--- src/rtl/zmc_rom_reader_pkg.sv ---
// Shared types and constants for the Z80 banked-ROM reader.
// Holds the FSM encoding, address widths and the byte-lane select helper.
package zmc_rom_reader_pkg;

  localparam int BYTE_ADDR_W = 19;
  localparam int WORD_TAG_W  = 18;
  localparam int TMO_W       = 8;

  typedef enum logic [1:0] {
    S_IDLE,
    S_LOOKUP,
    S_FETCH,
    S_DONE
  } state_e;

  function automatic logic [7:0] byte_sel(
    input logic [15:0] w,
    input logic        b0
  );
    return b0 ? w[15:8] : w[7:0];
  endfunction

endpackage

--- src/rtl/zmc_word_cache.sv ---
// Single-entry word cache: tag, data and valid with fill, flush and compare.
// A flush in the same cycle as a fill leaves the entry invalid.
import zmc_rom_reader_pkg::*;

module zmc_word_cache (
  input  logic                  clk,
  input  logic                  rst,
  input  logic                  fill_i,
  input  logic                  flush_i,
  input  logic [WORD_TAG_W-1:0] fill_tag_i,
  input  logic [15:0]           fill_word_i,
  input  logic [WORD_TAG_W-1:0] cmp_tag_i,
  output logic                  hit_o,
  output logic [15:0]           word_o
);

  logic                  valid_q, valid_d;
  logic [WORD_TAG_W-1:0] tag_q, tag_d;
  logic [15:0]           word_q, word_d;

  always_comb begin
    valid_d = valid_q;
    tag_d   = tag_q;
    word_d  = word_q;
    if (fill_i) begin
      valid_d = 1'b1;
      tag_d   = fill_tag_i;
      word_d  = fill_word_i;
    end
    if (flush_i) valid_d = 1'b0;
  end

  always_ff @(posedge clk) begin
    if (rst) begin
      valid_q <= 1'b0;
      tag_q   <= '0;
      word_q  <= '0;
    end else begin
      valid_q <= valid_d;
      tag_q   <= tag_d;
      word_q  <= word_d;
    end
  end

  assign hit_o  = valid_q & (tag_q == cmp_tag_i);
  assign word_o = word_q;

endmodule

--- src/rtl/zmc_rom_reader.sv ---
// Z80 M1 ROM responder: one-word cache in front of an SDRAM read port.
// Stalls the Z80 with nZ80WAIT on a miss; a stuck fetch times out to ERR.
import zmc_rom_reader_pkg::*;

module zmc_rom_reader #(
  parameter int          TIMEOUT_CYCLES = 255,
  parameter logic [23:0] ROM_BASE       = 24'h0
) (
  input  logic        CLK,
  input  logic        RESET,
  input  logic        nSDROM,
  input  logic [7:0]  MA,
  input  logic [10:0] SDA_L,
  input  logic        FLUSH,
  output logic [7:0]  SDD_OUT,
  output logic        nZ80WAIT,
  output logic        ROM_REQ,
  output logic [23:0] ROM_ADDR,
  input  logic        ROM_ACK,
  input  logic [15:0] ROM_DATA,
  output logic        ERR
);

  localparam logic [TMO_W-1:0] TMO_LAST = TMO_W'(TIMEOUT_CYCLES - 1);

  state_e                 state_q, state_d;
  logic                   nsdrom_q;
  logic [BYTE_ADDR_W-1:0] addr_q, addr_d;
  logic [7:0]             sdd_q, sdd_d;
  logic                   wait_q, wait_d;
  logic                   req_q, req_d;
  logic [23:0]            raddr_q, raddr_d;
  logic                   err_q, err_d;
  logic [TMO_W-1:0]       cnt_q, cnt_d;

  logic        fall;
  logic        fill;
  logic        inval;
  logic        hit;
  logic [15:0] c_word;

  assign fall = nsdrom_q & ~nSDROM;

  zmc_word_cache u_cache (
    .clk         (CLK),
    .rst         (RESET),
    .fill_i      (fill),
    .flush_i     (inval),
    .fill_tag_i  (addr_q[BYTE_ADDR_W-1:1]),
    .fill_word_i (ROM_DATA),
    .cmp_tag_i   (addr_q[BYTE_ADDR_W-1:1]),
    .hit_o       (hit),
    .word_o      (c_word)
  );

  always_comb begin
    state_d = state_q;
    addr_d  = addr_q;
    sdd_d   = sdd_q;
    wait_d  = wait_q;
    req_d   = req_q;
    raddr_d = raddr_q;
    err_d   = err_q;
    cnt_d   = cnt_q;
    fill    = 1'b0;
    inval   = FLUSH;
    case (state_q)
      S_IDLE: begin
        if (fall) begin
          addr_d  = {MA, SDA_L};
          state_d = S_LOOKUP;
        end
      end
      S_LOOKUP: begin
        if (hit && !FLUSH) begin
          sdd_d   = byte_sel(c_word, addr_q[0]);
          state_d = S_DONE;
        end else begin
          req_d   = 1'b1;
          raddr_d = ROM_BASE + {6'b0, addr_q[BYTE_ADDR_W-1:1]};
          wait_d  = 1'b0;
          cnt_d   = '0;
          state_d = S_FETCH;
        end
      end
      S_FETCH: begin
        if (ROM_ACK) begin
          fill    = 1'b1;
          sdd_d   = byte_sel(ROM_DATA, addr_q[0]);
          req_d   = 1'b0;
          wait_d  = 1'b1;
          state_d = S_DONE;
        end else if (cnt_q == TMO_LAST) begin
          // Give up: release the Z80 with open-bus data and drop the entry.
          req_d   = 1'b0;
          sdd_d   = 8'hFF;
          wait_d  = 1'b1;
          err_d   = 1'b1;
          inval   = 1'b1;
          state_d = S_DONE;
        end else begin
          cnt_d = cnt_q + 1'b1;
        end
      end
      S_DONE: begin
        if (nsdrom_q) state_d = S_IDLE;
      end
      default: state_d = S_IDLE;
    endcase
  end

  always_ff @(posedge CLK) begin
    if (RESET) begin
      state_q  <= S_IDLE;
      nsdrom_q <= 1'b1;
      addr_q   <= '0;
      sdd_q    <= 8'hFF;
      wait_q   <= 1'b1;
      req_q    <= 1'b0;
      raddr_q  <= ROM_BASE;
      err_q    <= 1'b0;
      cnt_q    <= '0;
    end else begin
      state_q  <= state_d;
      nsdrom_q <= nSDROM;
      addr_q   <= addr_d;
      sdd_q    <= sdd_d;
      wait_q   <= wait_d;
      req_q    <= req_d;
      raddr_q  <= raddr_d;
      err_q    <= err_d;
      cnt_q    <= cnt_d;
    end
  end

  assign SDD_OUT  = sdd_q;
  assign nZ80WAIT = wait_q;
  assign ROM_REQ  = req_q;
  assign ROM_ADDR = raddr_q;
  assign ERR      = err_q;

endmodule

--- config.mk ---
export PLATFORM = sky130hd
export DESIGN_NAME = zmc_rom_reader
export DESIGN_NICKNAME = d
export VERILOG_FILES = /design/src/rtl/zmc_rom_reader_pkg.sv /design/src/rtl/zmc_word_cache.sv /design/src/rtl/zmc_rom_reader.sv
export SDC_FILE = /design/constraint.sdc
export NUM_CORES = 1
export LEC_CHECK = 0
export ABC_AREA = 1
export ABC_CLOCK_PERIOD_IN_PS = 2100
export CAP_MARGIN = 20
export CELL_PAD_IN_SITES_DETAIL_PLACEMENT = 0
export CELL_PAD_IN_SITES_GLOBAL_PLACEMENT = 1
export CORE_ASPECT_RATIO = 1.25
export CORE_MARGIN = 5
export CORE_UTILIZATION = 26
export DETAILED_ROUTE_END_ITERATION = 8
export HOLD_SLACK_MARGIN = 0.12
export PLACE_DENSITY_LB_ADDON = 0.12
export SETUP_SLACK_MARGIN = 0.4
export SYNTH_ARGS = -nofsm -noshare
export SYNTH_HDL_FRONTEND = slang
export SYNTH_SLANG_ARGS = --single-unit
export TNS_END_PERCENT = 30
--- constraint.sdc ---
create_clock -name CLK -period 2.1 [get_ports CLK]
set_input_delay 0.42 -clock CLK [delete_from_list [all_inputs] [get_ports CLK]]
set_output_delay 0.42 -clock CLK [all_outputs]
set_load 0.05 [all_outputs]
==> results.toml, run 1 <==
[critical_path]
arrival_ns = 1.48
worstPathCellList = "clkdlybuf4s50_1"
regToRegStartpoint = "addr_q[14]"
setup.worst_path.end_class = "output pin"
worstSetupPathType = "flop to output pin"
crit_path_cell_count = 1
startpoint_type = "flop"
startpoint = "ROM_ADDR[7]"
critical_path.endpoint = "ROM_ADDR[7]"
r2r.worst_path.cells = 14
critical_path.max_stage_delay_ns = 0.81
critPathTopFamily = "buffers and inverters"
critical_path_required_ns = 1.68
setup.reg_to_reg.worst_slack_ns = 0.51
critical_path_peak_fanout = 2
worstPathBufferInverterCount = 1
slowest_stage = "clkdlybuf4s50_1"
critical_path.reg2reg.endpoint = "cnt_q[5]"

[floorplanning]
placeableCoreArea_um2 = 15700
chipWidth_um = 123
design.portCount = 75
dieArea_um2 = 18700
chipHeight_um = 152
std_cell_rows = 51
start_util_pct = 26.6

[power_and_ir_drop]
p_int_w = 0.00437
power_switching_share_pct = 41.6
peakVddDrop_v = 0.000538
fin_total_pwr_w = 0.00748
power.density_nw_per_um2 = 1330
clock_power_share_pct = 21.9
power.combinational.fraction_pct = 43.6
leakage_nw = 2.36
total_switching_power_w = 0.00311
power_frac_seq_pct = 34.4

[sta]
setup_repair_after_global_routing_missed_its_margin = "true"
final_max_slew_viol_count = 0
final-setup-viol-count = 0
worst_slew_pin_slew_ns = 0.509
report.final.hold_viol_count = 0
max_frequency_ghz = 0.525
post-route-period-util_pct = 90.7
finalClockSkew_ns = 0.0113
min_period_ns = 1.90
final.setup.tns_ns = 0
max-slew-margin-rel_pct = 65.8
postLayoutSetupSlackWorst_ns = 0.195

[placed_design]
dpl.hpwl_um = 7890
post-place-ws_ns = -0.153
final_gp_congestion = 0.729
placedCellCount = 849
placement.io_buffers = 68

[synth]
post_synth_num_cell_types = 30
ys_seq_elements = 94
xor_and_xnor_fraction_of_the_mapped_netlist_area_pct = 0.629
synth_enable_flop_cells = 0
synth_seq_area_share_pct = 45.1
synth_top_family_by_area = "simple AND/OR/NAND/NOR gates"
post_synth_mux_area_share_pct = 0
mappedNetlistArea_um2 = 4180
synth_compound_area_share_pct = 20.2
synth_simple_gate_area_share_pct = 21.9
synth-async-reset-ratio_pct = 0
synthFlopType = "dfxtp_1"
synthesis.area_per_instance_um2 = 7.21
synthesis.yosys.warnings = 0
yosys.area_share.adder_pct = 2.10
synthCells = 579

[cts]
cts.sink_count = 94
tritoncts = "built"
cts_hold_buf = 0
clock_latency_ns = 0.35
htreeDepth = 3
clockRootBuffer = "clkbuf_16"
clock_slew_seen_by_the_registers_of_the_worst_setup_and_hold_paths_ns = 0.07
cts_max_path_buffers = 2
cts_made_buffers = 9

[route]
detailedRoute.firstPassIterationCount = 4
drt_iter0_markers = 175
via_count = 3838
finalWirelength_um = 11500
drt.antenna.violating_nets = 0
detail_route.wl_per_cell_um = 13.2
routed_via_count_divided_by_cell_count = 4.43
drc = 0

[layout]
num-nets-final = 697
final_core_utilization_pct = 35.7
post_route_cells_drive_above_1_share_pct = 16.5
area.growth.synth_to_final_pct = 34.3
num_antenna_cells = 0
layout.cells.non_filler = 867
layout.cells.most_common = "nand2_1"
most_frequent_cells_in_the_layout = "100 x nand2_1, 75 x dfxtp_1, 69 x a21oi_1, 66 x o21ai_0, 61 x nor2_1"

[min_path]
timing.hold.worst.class = "flop to flop"

[global_route]
grt.overflow.total = 0
use_met3_pct = 2.34
gr-max-usage-layer = "met2"
met1_routing_resource_usage_after_global_routing_pct = 15.5
gr-usage-met2_pct = 21.3
grt_pass1_vias = 3796
antenna_found_initial = 0
grt_util_all_layers_pct = 12.5
grt_pass1_wl_um = 18500
grt_max_degree = 54

[status]
result_of_the_run = "finished clean"

[job]
drv_cap = 0
cells by family (layout without fill, tap and decap cells):
| logic type | count (synthesis) | after routing |
|---|---|---|
| xor gates and xnor gates | 3 | 3 |
| adders and majority gates | 7 | 7 |
| buffers and inverters | 98 | 169 |
| other | 1 | 6 |
| and+or+nand+nor | 217 | 217 |
| DFF | 94 | 94 |
| AOI/OAI and AO/OA | 159 | 159 |
state kept, by name, indices dropped and copies added, names as in the netlist:
| name | flops |
|---|---|
| addr_q | 19 |
| ROM_ADDR | 18 |
| u_cache.tag_q | 18 |
| u_cache.word_o | 16 |
| SDD_OUT | 8 |
| cnt_q | 8 |
| state_q | 2 |
| ERR | 1 |
| ROM_REQ | 1 |
| nZ80WAIT | 1 |
| nsdrom_q | 1 |
| u_cache.valid_q | 1 |
synth_stat cells (2+ instances only):
master / count / area (µm²)
nand2_1: 104 / 390
dfxtp_1: 94 / 1880
o21ai_0: 78 / 390
a21oi_1: 69 / 345
nor2_1: 66 / 248
inv_1: 46 / 173
nand3_1: 24 / 120
clkbuf_1: 22 / 82.6
inv_2: 13 / 48.8
nand4_1: 9 / 56.3
a32o_1: 8 / 80.1
ha_1: 7 / 87.6
buf_2: 6 / 30.0
buf_4: 6 / 45.0
nand2_2: 4 / 25.0
xor2_1: 3 / 26.3
buf_6: 2 / 22.5
clkinv_1: 2 / 7.51
nand2_4: 2 / 22.5
nor2_2: 2 / 12.5
nor3_1: 2 / 10.0
or2_2: 2 / 12.5
power groups by stage:
stage / logic (W) / registers, W / clock network [W]
after floorplan: 0.00152 / 0.00319 / 0
after detailed placement: 0.00321 / 0.00259 / 0
final: 0.00326 / 0.00258 / 0.00164
after global routing: 0.00363 / 0.00265 / 0.00177
after CTS: 0.00314 / 0.00255 / 0.00171
after global placement: 0.00319 / 0.00259 / 0
area by class of cell:
| type | instances | area [µm²] |
|---|---|---|
| Sequential cell | 94 | 1910 |
| Clock inverter | 5 | 60.1 |
| Fill cell | 1699 | 10100 |
| Inverter | 61 | 239 |
| Timing Repair Buffer | 92 | 913 |
| Clock buffer | 11 | 233 |
| Multi-Input combinational cell | 392 | 1990 |
| Tap cell | 212 | 265 |
metrics by stage:
stage          hold slack [ns]  area (µm²)
4_1_cts                  0.460        5440
2_1_floorplan            0.444        4190
6_report                 0.452        5610
5_1_grt                  0.489        5610
3_3_place_gp             0.445        5170
3_5_place_dp             0.444        5170
per-layer routing:
metal	part of all wire [%]	routed length (µm)	up-vias
li1	-	-	2020
met1	46	5310	1747
met2	48	5460	58
met3	4.1	471	13
met4	1.9	216	0
met5	0	0	-
timing repair:
item / CTS / global route
setup endpoints to repair: 64 / 68
pin swaps: 0 / 14
buffers inserted: 0 / 1
gates cloned: 0 / 1
gates resized for setup: 19 / 70
worst min path at each step:
stage	startpoint	end	slack [ns]	cells after the start
6_report	u_cache.tag_q[15]	u_cache.tag_q[15]	0.45	2
5_1_grt	u_cache.tag_q[6]	u_cache.tag_q[6]	0.49	2
4_1_cts	SDD_OUT[6]	SDD_OUT[6]	0.46	2
3_5_place_dp	SDD_OUT[6]	SDD_OUT[6]	0.44	2
3_3_place_gp	SDD_OUT[0]	SDD_OUT[0]	0.44	2
2_1_floorplan	u_cache.tag_q[0]	u_cache.tag_q[0]	0.44	2
Note: power is estimated with default switching activity, not from simulation.
==> run 2: changes to the inputs <==
- ABC_CLOCK_PERIOD_IN_PS: 2100 -> unset
- SYNTH_HIERARCHICAL: unset -> 1
==> run 2 against run 1 <==
Sequential power fell by 4%. Critical path depth rose by 14. Flip-flop and latch count did not move. Design area rose by 2.6%. Synthesized cell count rose by 4.5%. Critical path type is now flop to flop. Largest cell class unchanged. Core utilization fell by 1.3 points. Clock skew fell by 0.0028 ns. Sequential share of layout area fell by 0.92 points.
==> results.toml, run 2 <==
[floorplanning]
start_util_pct = 26.3
design.portCount = 75
std_cell_rows = 53
chipWidth_um = 126
placeableCoreArea_um2 = 16700
chipHeight_um = 155
dieArea_um2 = 19600

[route]
detailedRoute.firstPassIterationCount = 4
detail_route.wl_per_cell_um = 12.6
via_count = 3810
finalWirelength_um = 11300
routed_via_count_divided_by_cell_count = 4.26
drt_iter0_markers = 190
drt.antenna.violating_nets = 0
drc = 0

[layout]
largest_register_ff_count = 19
area.growth.synth_to_final_pct = 31.1
layout.cells.most_common = "nand2_1"
num_antenna_cells = 0
finalInstanceArea_um2 = 5750
post_route_cells_drive_above_1_share_pct = 14.1
num-nets-final = 717
top_register = "addr_q"
most_frequent_cells_in_the_layout = "160 x nand2_1, 80 x dfxtp_1, 68 x a21oi_1, 66 x inv_1, 38 x clkdlybuf4s50_1"

[global_route]
antenna_found_initial = 0
grt_max_degree = 45
grt.overflow.total = 0
grt_util_all_layers_pct = 11.9
grt_pass1_wl_um = 18900
grt_pass1_vias = 3726

[critical_path]
critical_path_required_ns = 2.37
critical_path_peak_fanout = 4
worstPathBufferInverterCount = 3
arrival_ns = 1.99
critPathTopFamily = "simple AND/OR/NAND/NOR gates"
worstSetupPathType = "flop to flop"
critical_path.max_stage_delay_ns = 0.36
startpoint_type = "flop"
setup.worst_path.end_class = "flop"
worstPathCellList = "inv_1 -> nand2_1 -> o21ai_1 -> inv_1 -> nand2_1 -> nor2_1 -> nand2_1 -> nor2_2 -> nand2_2 -> nand2_4 -> nand2_4 -> buf_4 -> nand2_1 -> nand2_1 -> a21oi_1"
slowest_stage = "dfxtp_4"
timing.critical_path.mode_cell = "nand2_1"

[cts]
cts_made_buffers = 9
cts_max_path_buffers = 2
clock_latency_ns = 0.35
clockRootBuffer = "clkbuf_16"
cts.sink_count = 94
htreeDepth = 3
clock_slew_seen_by_the_registers_of_the_worst_setup_and_hold_paths_ns = 0.07
tritoncts = "built"

[synth]
synth_seq_area_share_pct = 42.9
synth.top_cells.by_count = "168 x nand2_1, 94 x dfxtp_1, 70 x inv_1"
yosys.area.top_type_share_pct = 42.9
post-synth-top-count-cell = "nand2_1"
ys_seq_elements = 94
synth-async-reset-ratio_pct = 0
post_synth_main_area_contributors = "dfxtp_1 43%, nand2_1 14%, a21oi_1 7.8%, inv_1 6.0%, o21ai_0 4.7%"
synth_enable_flop_cells = 0
synth_top_area_cell = "dfxtp_1"
mappedNetlistArea_um2 = 4390
synthesis.area_per_instance_um2 = 7.25
post_synth_num_cell_types = 34
synthesis.yosys.warnings = 6
synthCells = 605
synthFlopType = "dfxtp_1"

[sta]
final-setup-viol-count = 0
final.setup.tns_ns = 0
post-route-period-util_pct = 82.0
worst_slew_pin_slew_ns = 0.634
max-slew-margin-rel_pct = 57.7
setup_repair_after_global_routing_missed_its_margin = "true"
finalClockSkew_ns = 0.00849
min_period_ns = 1.72
max_frequency_ghz = 0.581
final_max_slew_viol_count = 0
report.final.hold_viol_count = 0

[min_path]
timing.hold.worst.class = "flop to flop"

[power_and_ir_drop]
leakage_nw = 2.36
peakVddDrop_v = 0.000595
power.density_nw_per_um2 = 1290

[placed_design]
dpl.hpwl_um = 7600
final_gp_congestion = 0.716
placed_standard_cell_area_um2 = 5280
placement.io_buffers = 68

[job]
drv_cap = 0

[status]
result_of_the_run = "finished clean"
## run 2: cell count changes after synthesis, sizes merged, moves of 8 or more
cell	delta
nand2	+64
clkbuf	-16
o21ai	-35
a32o	-8
inv	+14
a211oi	+12
nor2	-29
buf	+15
nand3	+11
## run 2: cell type report
cell class / instances / area [µm²]
flip-flops and latches: 94 / 1900
fillers: 1805 / 11000
clock buffers: 10 / 239
clock inverters: 6 / 92.6
repair buffers: 84 / 863
multi-input cells: 406 / 2090
well taps: 220 / 275
inverters: 75 / 295
## run 2: power breakdown
part,total (W),leakage [nW],internal (W),switching [W]
clock,0.00182,0.161,0.00109,0.000732
combinational,0.00311,1.43,0.00102,0.00209
sequential,0.00248,0.772,0.00222,0.000259
## run 2: worst paths after layout
path / startpoint / endpoint / slack, ns / cells after the start
worst min register to register: ERR / ERR / 0.45 / 2
worst max-delay path: addr_q[15] / ROM_REQ / 0.38 / 15
worst min-delay path: ERR / ERR / 0.45 / 2
worst max register to register: addr_q[15] / ROM_REQ / 0.38 / 15
## run 2: what timing repair did
action / in CTS / in global routing
setup endpoints to repair: 85 / 67
pin swaps: 3 / 12
hold buffers: 0 / 0
gates cloned: 1 / 0
setup buffers: 1 / 1
resized for setup: 42 / 36
## run 2: worst min-delay path, stage by stage, from the launching register on
cell and delay (ns):
dfxtp_1 0.31, inv_1 0.05, a21oi_1 0.05
## run 2: per-stage QoR
| stage | instances | total power [W] | setup WS [ns] | hold WS, ns | utilization, % |
|---|---|---|---|---|---|
| finish | 895 | 0.00740 | 0.378 | 0.452 | 34.4 |
| detailed placement | 876 | 0.00556 | 0.158 | 0.445 | 31.6 |
| floorplan | 610 | 0.00460 | 0.451 | 0.439 | - |
| CTS | 894 | 0.00744 | 0.178 | 0.455 | 33.8 |
| global route | 895 | 0.00794 | 0.228 | 0.478 | 34.4 |
| global placement | 876 | 0.00557 | 0.173 | 0.447 | 31.6 |
## run 2: kinds of logic after synthesis
| group | Yosys count | synth area share (%) |
|---|---|---|
| buffers and inverters | 111 | 12.1 |
| AOI/OAI and AO/OA | 127 | 16.8 |
| xor gates and xnor gates | 2 | 0.399 |
| DFF | 94 | 42.9 |
| and+or+nand+nor | 263 | 25.7 |
| adders and majority gates | 7 | 2.00 |
| other | 1 | 0.0855 |
## run 2: metal layers
layer / share of wire, % / vias to the layer above / track usage [%]
li1: - / 2054 / -
met1: 51 / 1667 / 16.2
met2: 44 / 74 / 18.4
met3: 3.4 / 15 / 2.16
met4: 1.7 / 0 / 5.01
met5: 0 / - / 0
==> run 3: changes to the inputs <==
- clock period: 2.1 -> 1.49 ns (I/O delays scaled with it)
==> run 3 against run 2 <==
The flow now finishes with violations (setup timing). Fmax increased by 4.2%. Critical path depth decreased by 1. Core utilization increased by 6.5 points. Combinational power increased by 100%. Critical path type unchanged. Largest power group unchanged. Highest routed layer unchanged.
==> results.toml, run 3 (same netlist as run 2, synthesis figures left out) <==
[status]
result_of_the_run = "finished with violations"
failed_checks = "setup timing"

[sta]
post-route-period-util_pct = 111
hold_slack_ns = 0.426
min_period_ns = 1.65
final_max_slew_viol_count = 0
max_frequency_ghz = 0.605
postLayoutSetupSlackWorst_ns = -0.163
final-setup-viol-count = 37
setup_repair_after_global_routing_missed_its_margin = "true"
finalClockSkew_ns = 0.00793
report.final.hold_viol_count = 0

[cts]
clock_slew_seen_by_the_registers_of_the_worst_setup_and_hold_paths_ns = 0.07
cts_made_buffers = 9
clock_latency_ns = 0.35
cts.sink_count = 94
htreeDepth = 3
clockRootBuffer = "clkbuf_16"
tritoncts = "built"
cts_hold_buf = 0
cts_max_path_buffers = 2

[power_and_ir_drop]
power_switching_share_pct = 41.1
leakage_nw = 2.70
p_int_w = 0.00729
total_switching_power_w = 0.00508
power.density_nw_per_um2 = 1810
power_frac_seq_pct = 30.1
fin_total_pwr_w = 0.0124
peakVddDrop_v = 0.00109
power.combinational.fraction_pct = 51.0
clock_power_share_pct = 19.0

[global_route]
grt_pass1_vias = 4010
grt_max_degree = 45
grt.overflow.total = 0
antenna_found_initial = 0
grt_pass1_wl_um = 20300
grt_util_all_layers_pct = 12.8

[layout]
multi_input_combinational_cell_area_um2 = 2420
area.sequential_um2 = 1900
most_frequent_cells_in_the_layout = "154 x nand2_1, 76 x dfxtp_1, 58 x inv_1, 55 x a21oi_1, 51 x buf_4"
layout.cells.most_common = "nand2_1"
num_antenna_cells = 0
post_route_cells_drive_above_1_share_pct = 34.4
area.growth.synth_to_final_pct = 55.7
final_core_utilization_pct = 40.9
top_register = "addr_q"
filler_cell_count = 1752
finalInstanceArea_um2 = 6830
num-nets-final = 768
largest_register_ff_count = 19

[critical_path]
worstPathCellList = "inv_2 -> nand2_2 -> nand2_2 -> nand2_1 -> nor2_2 -> nand3_2 -> nor2_4 -> nand2_4 -> nand2_4 -> nand2_4 -> nand3_4 -> nor2_1 -> nor2_1 -> nor2_1"
startpoint = "u_cache/tag_q[3]"
crit_path_cell_count = 14
setup.reg_to_reg.worst_slack_ns = -0.16
arrival_ns = 1.89
worstPathBufferInverterCount = 1
critical_path.max_stage_delay_ns = 0.32
critical_path_required_ns = 1.72
setup.worst_path.end_class = "flop"
critical_path_peak_fanout = 7
startpoint_type = "flop"
worstSetupPathType = "flop to flop"
critical_path.endpoint = "cnt_q[7]"
critPathTopFamily = "simple AND/OR/NAND/NOR gates"
regToRegStartpoint = "u_cache/tag_q[3]"
slowest_stage = "dfxtp_2"
critical_path.reg2reg.endpoint = "cnt_q[7]"
r2r.worst_path.cells = 14

[route]
detailedRoute.firstPassIterationCount = 4
drt_iter0_markers = 164
detail_route.wl_per_cell_um = 13.0
finalWirelength_um = 12300
drt.antenna.violating_nets = 0
drc = 0
routed_via_count_divided_by_cell_count = 4.37
via_count = 4138

[floorplanning]
design.portCount = 75
dieArea_um2 = 19600
start_util_pct = 26.3
placeableCoreArea_um2 = 16700
std_cell_rows = 53
chipWidth_um = 126
chipHeight_um = 155

[placed_design]
placement.io_buffers = 68
final_gp_congestion = 0.770
dpl.hpwl_um = 8420
placed_standard_cell_area_um2 = 6040

[job]
drv_cap = 0

[min_path]
timing.hold.worst.class = "input pin to flop"
whs_path_depth = 3
run 3: cell count changes in the layout (fill, tap and decap cells not counted), moves of 10 or more:
cell	previous run	this run
dlymetal6s2s_1	10	0
buf_12	5	38
dlygate4sd2_1	19	0
a21oi_1	68	55
buf_4	10	51
o21ai_0	37	4
a21oi_2	0	13
o21ai_2	2	30
run 3: power groups by stage:
stage	sequential [W]	clock [W]	combinational [W]
6_report	0.00372	0.00234	0.00630
5_1_grt	0.00382	0.00254	0.00676
4_1_cts	0.00369	0.00243	0.00612
3_5_place_dp	0.00366	0	0.00553
3_3_place_gp	0.00368	0	0.00550
2_1_floorplan	0.00455	0	0.00202
run 3: worst min path at each step:
stage	endpoint	slack [ns]	start
2_1_floorplan	nsdrom_q	0.41	nSDROM
3_3_place_gp	addr_q[0]	0.44	addr_q[0]
3_5_place_dp	u_cache/word_o[14]	0.45	u_cache/word_o[14]
4_1_cts	cnt_q[7]	0.43	RESET
5_1_grt	u_cache/tag_q[1]	0.45	RESET
6_report	cnt_q[6]	0.43	RESET
run 3: cell type report:
cell class	count	share of cell area [%]
multi-input combinational	406	35.4
sequential	94	27.9
timing repair buffer	133	23.4
inverter	75	4.58
tap	220	4.03
clock buffer	11	3.41
clock inverter	5	0.879
timing repair inverter	2	0.458
run 3: what timing repair did:
action,CTS,global route
setup buffers,1,2
gates cloned,3,0
hold endpoints to repair,0,0
pin swaps,27,42
endpoints found under the setup margin,122,122
resized for setup,106,53
run 3: worst min-delay path, stage by stage:
cell	delay [ns]
buf_2	0.13
buf_12	0.20
nor2_1	0.11
run 3: metrics by stage:
| step | std cells | setup slack [ns] | setup TNS [ns] |
|---|---|---|---|
| floorplan | 610 | -0.0491 | -0.561 |
| global placement | 924 | -0.406 | -14.07 |
| detailed placement | 924 | -0.470 | -16.49 |
| CTS | 944 | -0.199 | -5.83 |
| global route | 946 | -0.287 | -8.83 |
| finish | 946 | -0.163 | -4.71 |
run 3: per-layer routing:
layer | global-route usage [%] | part of all wire, %
met1 | 16.7 | 46
met2 | 20.3 | 48
met3 | 2.71 | 4.4
met4 | 5.72 | 1.9
met5 | 0 | 0
